--- config.mk ---
export PLATFORM = sky130hd
export DESIGN_NAME = pow2_floor_serial_flat
export DESIGN_NICKNAME = d
export VERILOG_FILES = /design/src/rtl/pow2_floor_serial_if.sv /design/src/rtl/pow2_floor_serial.sv /design/src/flat_wrapper.sv
export SDC_FILE = /design/constraint.sdc
export NUM_CORES = 1
export LEC_CHECK = 0
export CORE_ASPECT_RATIO = 1.1
export CORE_MARGIN = 2
export CORE_UTILIZATION = 53
export CTS_BUF_LIST = sky130_fd_sc_hd__clkbuf_4
export CTS_CLUSTER_SIZE = 24
export DETAILED_ROUTE_END_ITERATION = 7
export PLACE_DENSITY = 0.81
export SKIP_LAST_GASP = 1
export SLEW_MARGIN = 40
export SYNTH_ARGS = -nofsm -noshare
export SYNTH_HDL_FRONTEND = slang
export SYNTH_SLANG_ARGS = --single-unit
export TNS_END_PERCENT = 5
--- constraint.sdc ---
create_clock -name clk -period 2.4 [get_ports clk]
set_clock_uncertainty 0.1 [all_clocks]
set_input_delay 0.48 -clock clk [delete_from_list [all_inputs] [get_ports clk]]
set_output_delay 0.48 -clock clk [all_outputs]
set_load 0.02 [all_outputs]
--- src/rtl/pow2_floor_serial_if.sv ---
// Operand/result handshake bundle for the serial floor-power-of-two normaliser.
interface pow2_floor_serial_if #(
    parameter int unsigned WIDTH = 8
);
    logic             in_valid;
    logic             in_ready;
    logic [WIDTH-1:0] in_data;
    logic             out_valid;
    logic             out_ready;
    logic [WIDTH-1:0] out_onehot;
    logic             out_zero;
    logic             out_exact;

    // Producer/consumer side.
    modport master (
        output in_valid, in_data, out_ready,
        input  in_ready, out_valid, out_onehot, out_zero, out_exact
    );

    // Normaliser side.
    modport slave (
        input  in_valid, in_data, out_ready,
        output in_ready, out_valid, out_onehot, out_zero, out_exact
    );
endinterface

--- src/rtl/pow2_floor_serial.sv ---
// Serial normaliser: shifts the operand left until its MSB is set and returns the
// floor power of two as a one-hot word, with zero and exact-power flags.
module pow2_floor_serial #(
    parameter int unsigned WIDTH = 8
) (
    input  logic                clk,
    input  logic                rst_n,
    pow2_floor_serial_if.slave  bus
);
    localparam int unsigned CW = $clog2(WIDTH);

    typedef enum logic [1:0] {
        IDLE,
        SHIFT,
        DONE
    } state_t;

    state_t           state_q, state_d;
    logic [WIDTH-1:0] sreg_q, sreg_d;
    logic [CW-1:0]    cnt_q, cnt_d;
    logic             valid_q, valid_d;
    logic [WIDTH-1:0] onehot_q, onehot_d;
    logic             zero_q, zero_d;
    logic             exact_q, exact_d;

    // State and result registers.
    always_ff @(posedge clk or negedge rst_n) begin
        if (!rst_n) begin
            state_q  <= IDLE;
            sreg_q   <= '0;
            cnt_q    <= '0;
            valid_q  <= 1'b0;
            onehot_q <= '0;
            zero_q   <= 1'b0;
            exact_q  <= 1'b0;
        end else begin
            state_q  <= state_d;
            sreg_q   <= sreg_d;
            cnt_q    <= cnt_d;
            valid_q  <= valid_d;
            onehot_q <= onehot_d;
            zero_q   <= zero_d;
            exact_q  <= exact_d;
        end
    end

    // Next-state and result logic; cnt tracks shifts so the one-hot bit is WIDTH-1-cnt.
    always_comb begin
        state_d  = state_q;
        sreg_d   = sreg_q;
        cnt_d    = cnt_q;
        valid_d  = valid_q;
        onehot_d = onehot_q;
        zero_d   = zero_q;
        exact_d  = exact_q;

        case (state_q)
            IDLE: begin
                if (bus.in_valid) begin
                    sreg_d  = bus.in_data;
                    cnt_d   = '0;
                    state_d = SHIFT;
                end
            end
            SHIFT: begin
                if (sreg_q == '0) begin
                    state_d  = DONE;
                    valid_d  = 1'b1;
                    onehot_d = '0;
                    zero_d   = 1'b1;
                    exact_d  = 1'b0;
                end else if (sreg_q[WIDTH-1]) begin
                    state_d  = DONE;
                    valid_d  = 1'b1;
                    onehot_d = WIDTH'(1) << (CW'(WIDTH - 1) - cnt_q);
                    zero_d   = 1'b0;
                    exact_d  = (sreg_q[WIDTH-2:0] == '0);
                end else begin
                    sreg_d = sreg_q << 1;
                    cnt_d  = cnt_q + CW'(1);
                end
            end
            DONE: begin
                if (bus.out_ready) begin
                    state_d = IDLE;
                    valid_d = 1'b0;
                end
            end
            default: begin
                state_d = IDLE;
                valid_d = 1'b0;
            end
        endcase
    end

    assign bus.in_ready   = (state_q == IDLE);
    assign bus.out_valid  = valid_q;
    assign bus.out_onehot = onehot_q;
    assign bus.out_zero   = zero_q;
    assign bus.out_exact  = exact_q;
endmodule

--- src/flat_wrapper.sv ---
// flat-port wrapper written by rule: the top's interface ports become plain ports
module pow2_floor_serial_flat 
#(
    parameter int unsigned WIDTH = 8
)
  (clk, rst_n, bus_in_valid, bus_in_data, bus_out_ready, bus_in_ready, bus_out_valid, bus_out_onehot, bus_out_zero, bus_out_exact);
  pow2_floor_serial_if #(.WIDTH(WIDTH)) bus_i ();
  input  logic clk;
  input  logic rst_n;
  input wire logic [$bits(bus_i.in_valid)-1:0] bus_in_valid;
  input wire logic [$bits(bus_i.in_data)-1:0] bus_in_data;
  input wire logic [$bits(bus_i.out_ready)-1:0] bus_out_ready;
  output wire logic [$bits(bus_i.in_ready)-1:0] bus_in_ready;
  output wire logic [$bits(bus_i.out_valid)-1:0] bus_out_valid;
  output wire logic [$bits(bus_i.out_onehot)-1:0] bus_out_onehot;
  output wire logic [$bits(bus_i.out_zero)-1:0] bus_out_zero;
  output wire logic [$bits(bus_i.out_exact)-1:0] bus_out_exact;
  assign bus_i.in_valid = bus_in_valid;
  assign bus_i.in_data = bus_in_data;
  assign bus_i.out_ready = bus_out_ready;
  assign bus_in_ready = bus_i.in_ready;
  assign bus_out_valid = bus_i.out_valid;
  assign bus_out_onehot = bus_i.out_onehot;
  assign bus_out_zero = bus_i.out_zero;
  assign bus_out_exact = bus_i.out_exact;
  pow2_floor_serial #(.WIDTH(WIDTH)) u_core (.clk(clk), .rst_n(rst_n), .bus(bus_i));
endmodule
==> metrics.txt <==
CP Class=flop to output pin; P_leak=0.000747 µW; antenna-violating nets left=0; Die W=around 50 µm; Post-Layout Cell Count=176; synth unique cells=32; crit start category=flop; vias in the first global route=1112; Die Y=55.8 µm; period utilization=89.9%; syn_area_per_cell=10.6 µm²; Placeable Area=2270 µm²; crit path time final=2.16 ns; Top FF cell, synth=dfrtp_1; top post-synthesis cells by count=24 x dfrtp_1, 19 x nor2_1, 10 x a21o_1; CTS Buf Count=3; Clock Latency Late Sink=0.33 ns; initial antenna violation count=0; Seq/Total Area, Yosys=46.5%; total power=2040 µW; Rel. slew slack=around half; number of remaining DRC errors=0; post-synth top area cell=dfrtp_1; Setup crit end kind=output pin; area share of the largest cell type after synthesis=46.5%; hold_ws=roughly 0.39 ns; vias=approximately 1.1k; clk sinks=24; first-pass GRT wire length=5110 µm; worst slack at placement=0.230 ns; Synth async-reset ratio=100%; Slew @ Worst Pin=around 0.76 ns; max-cap violations=0; Power Density=1270 nW/µm²; hold_buf cts=0; share of cells above drive strength 1=10.3%; 1st-pass router iterations=4; Yosys reg bits=24; status=completed; Syn-to-layout area delta=24.8%; Synth Cell Area=1290 µm²; DRT iter0 DRCs=30; vias per cell=6.28; Die ar.=2850 µm²; Root Buffer=clkbuf_4; NumNets Final=165; fmax=~460 MHz; Inst Count DP=172; CTS tree=done; Clock Pin Slew Worst Setup and Hold Paths=0.14 ns; Total Routing Usage GR=23.2%; Starting Density=56.8%; antenna diode count=0; most common cell in the netlist=dfrtp_1; CP max FO=9; number of synthesized flops with an enable pin=0; Routed WL=3010 µm; largest net degree at the start of global routing=25; Synth Net Count=140; Final Max Tran Viols=0; final hold vios=0; total negative slack=0 ns; number of synthesis warnings=0; Detail Placement HPWL=1940 µm; HP Class=input port to async pin; cells after synthesis=122; Final setup viols=0; Core Rows=18; GR Overflow Total=0; WP data required=1.82 ns; Top Ports=24; main area contributors after synthesis=dfrtp_1 47%, a21o_1 5.8%, ha_1 5.8%, nor2_1 5.5%, a2111oi_0 4.1%; Peak VDD IR=0.712 mV; setup ws final=approximately 0.24 ns; clock tree buffer depth=2; RSZ-0062 raised after global routing=no; Final Wtd Congestion=0.858; wire length per cell=17.1 µm; Setup Fix Bufs, Post-CTS=0; htree depth=1; PostCTS Resize Cnt=0; Arr. time, crit path=1.58 ns; number of port buffers=23
[placed cells by master (no fill, tap or decap), types with 2 or more instances in the layout]
cell / instances
a211oi_1: 6
a21oi_1: 2
nor2_1: 19
nand2_1: 4
a22o_1: 5
nor3_1: 2
a32o_1: 5
o21ai_0: 4
clkbuf_4: 3
buf_4: 4
ha_1: 6
inv_1: 5
a21o_1: 10
dfrtp_1: 24
clkdlybuf4s50_1: 23
a2111oi_0: 6
[sequential cells by signal, summed over array words and instances, names as in the netlist]
| name | count |
|---|---|
| u_core.sreg_q | 8 |
| u_core.bus.out_exact | 1 |
| u_core.bus.out_valid | 1 |
| u_core.state_q | 2 |
| u_core.bus.out_zero | 1 |
| u_core.bus.out_onehot | 8 |
| u_core.cnt_q | 3 |
[final timing paths]
kind                                                 start                         endpoint  slack (ns)  cells past startpoint
max in group asynchronous                            rst_n      u_core.cnt_q[2]$_DFFE_PN0P_        1.58                      2
hold / removal                                       rst_n     u_core.sreg_q[0]$_DFFE_PN0P_        0.39                      2
min in group clk           u_core.bus.out_zero$_DFFE_PN0P_  u_core.bus.out_zero$_DFFE_PN0P_        0.42                      2
setup reg to reg             u_core.state_q[1]$_DFFE_PN0P_      u_core.cnt_q[2]$_DFFE_PN0P_        0.46                      3
setup / recovery             u_core.state_q[1]$_DFFE_PN0P_                     bus_in_ready        0.24                      2
hold reg to reg            u_core.bus.out_zero$_DFFE_PN0P_  u_core.bus.out_zero$_DFFE_PN0P_        0.42                      2
[through the flow]
step | instance area, µm² | util (%)
2_1_floorplan | 1290 | -
3_3_place_gp | 1560 | 68.5
6_report | 1610 | 70.8
3_5_place_dp | 1560 | 68.5
4_1_cts | 1610 | 70.8
5_1_grt | 1610 | 70.8
[layer usage]
| layer | up-vias | share of wire [%] | global-route usage, % |
|---|---|---|---|
| met5 | - | 0 | 0 |
| met4 | 0 | 2.2 | 9.27 |
| met3 | 9 | 5.1 | 2.69 |
| met2 | 42 | 49 | 37.8 |
| met1 | 546 | 44 | 31.0 |
| li1 | 508 | - | - |
[final cells by class]
class | count | area, µm²
Clock buffer | 3 | 22.5
Clock inverter | 1 | 30.0
Fill cell | 176 | 663
Inverter | 5 | 18.8
Multi-Input combinational cell | 86 | 642
Sequential cell | 24 | 601
Tap cell | 30 | 37.5
Timing Repair Buffer | 27 | 260
[kinds of logic (layout without fill, tap and decap cells)]
group / count (synthesis) / count (layout) / share of synthesized area (%)
AOI/OAI and AO/OA: 44 / 44 / 28.0
and+or+nand+nor: 34 / 34 / 14.0
DFF: 24 / 24 / 46.5
buffers and inverters: 12 / 36 / 3.78
adders and majority gates: 6 / 6 / 5.81
muxes: 2 / 2 / 1.94
[critical path, stage by stage, from the launching register on]
cell             delay, ns
dfrtp_1               0.51
nor2_1                0.14
clkdlybuf4s50_1       0.60
[power by group]
part	total, µW	internal, µW	switching, µW
registers	779	570	210
clock network	299	169	130
logic	961	446	515
Power figures use the tool's default switching activity.
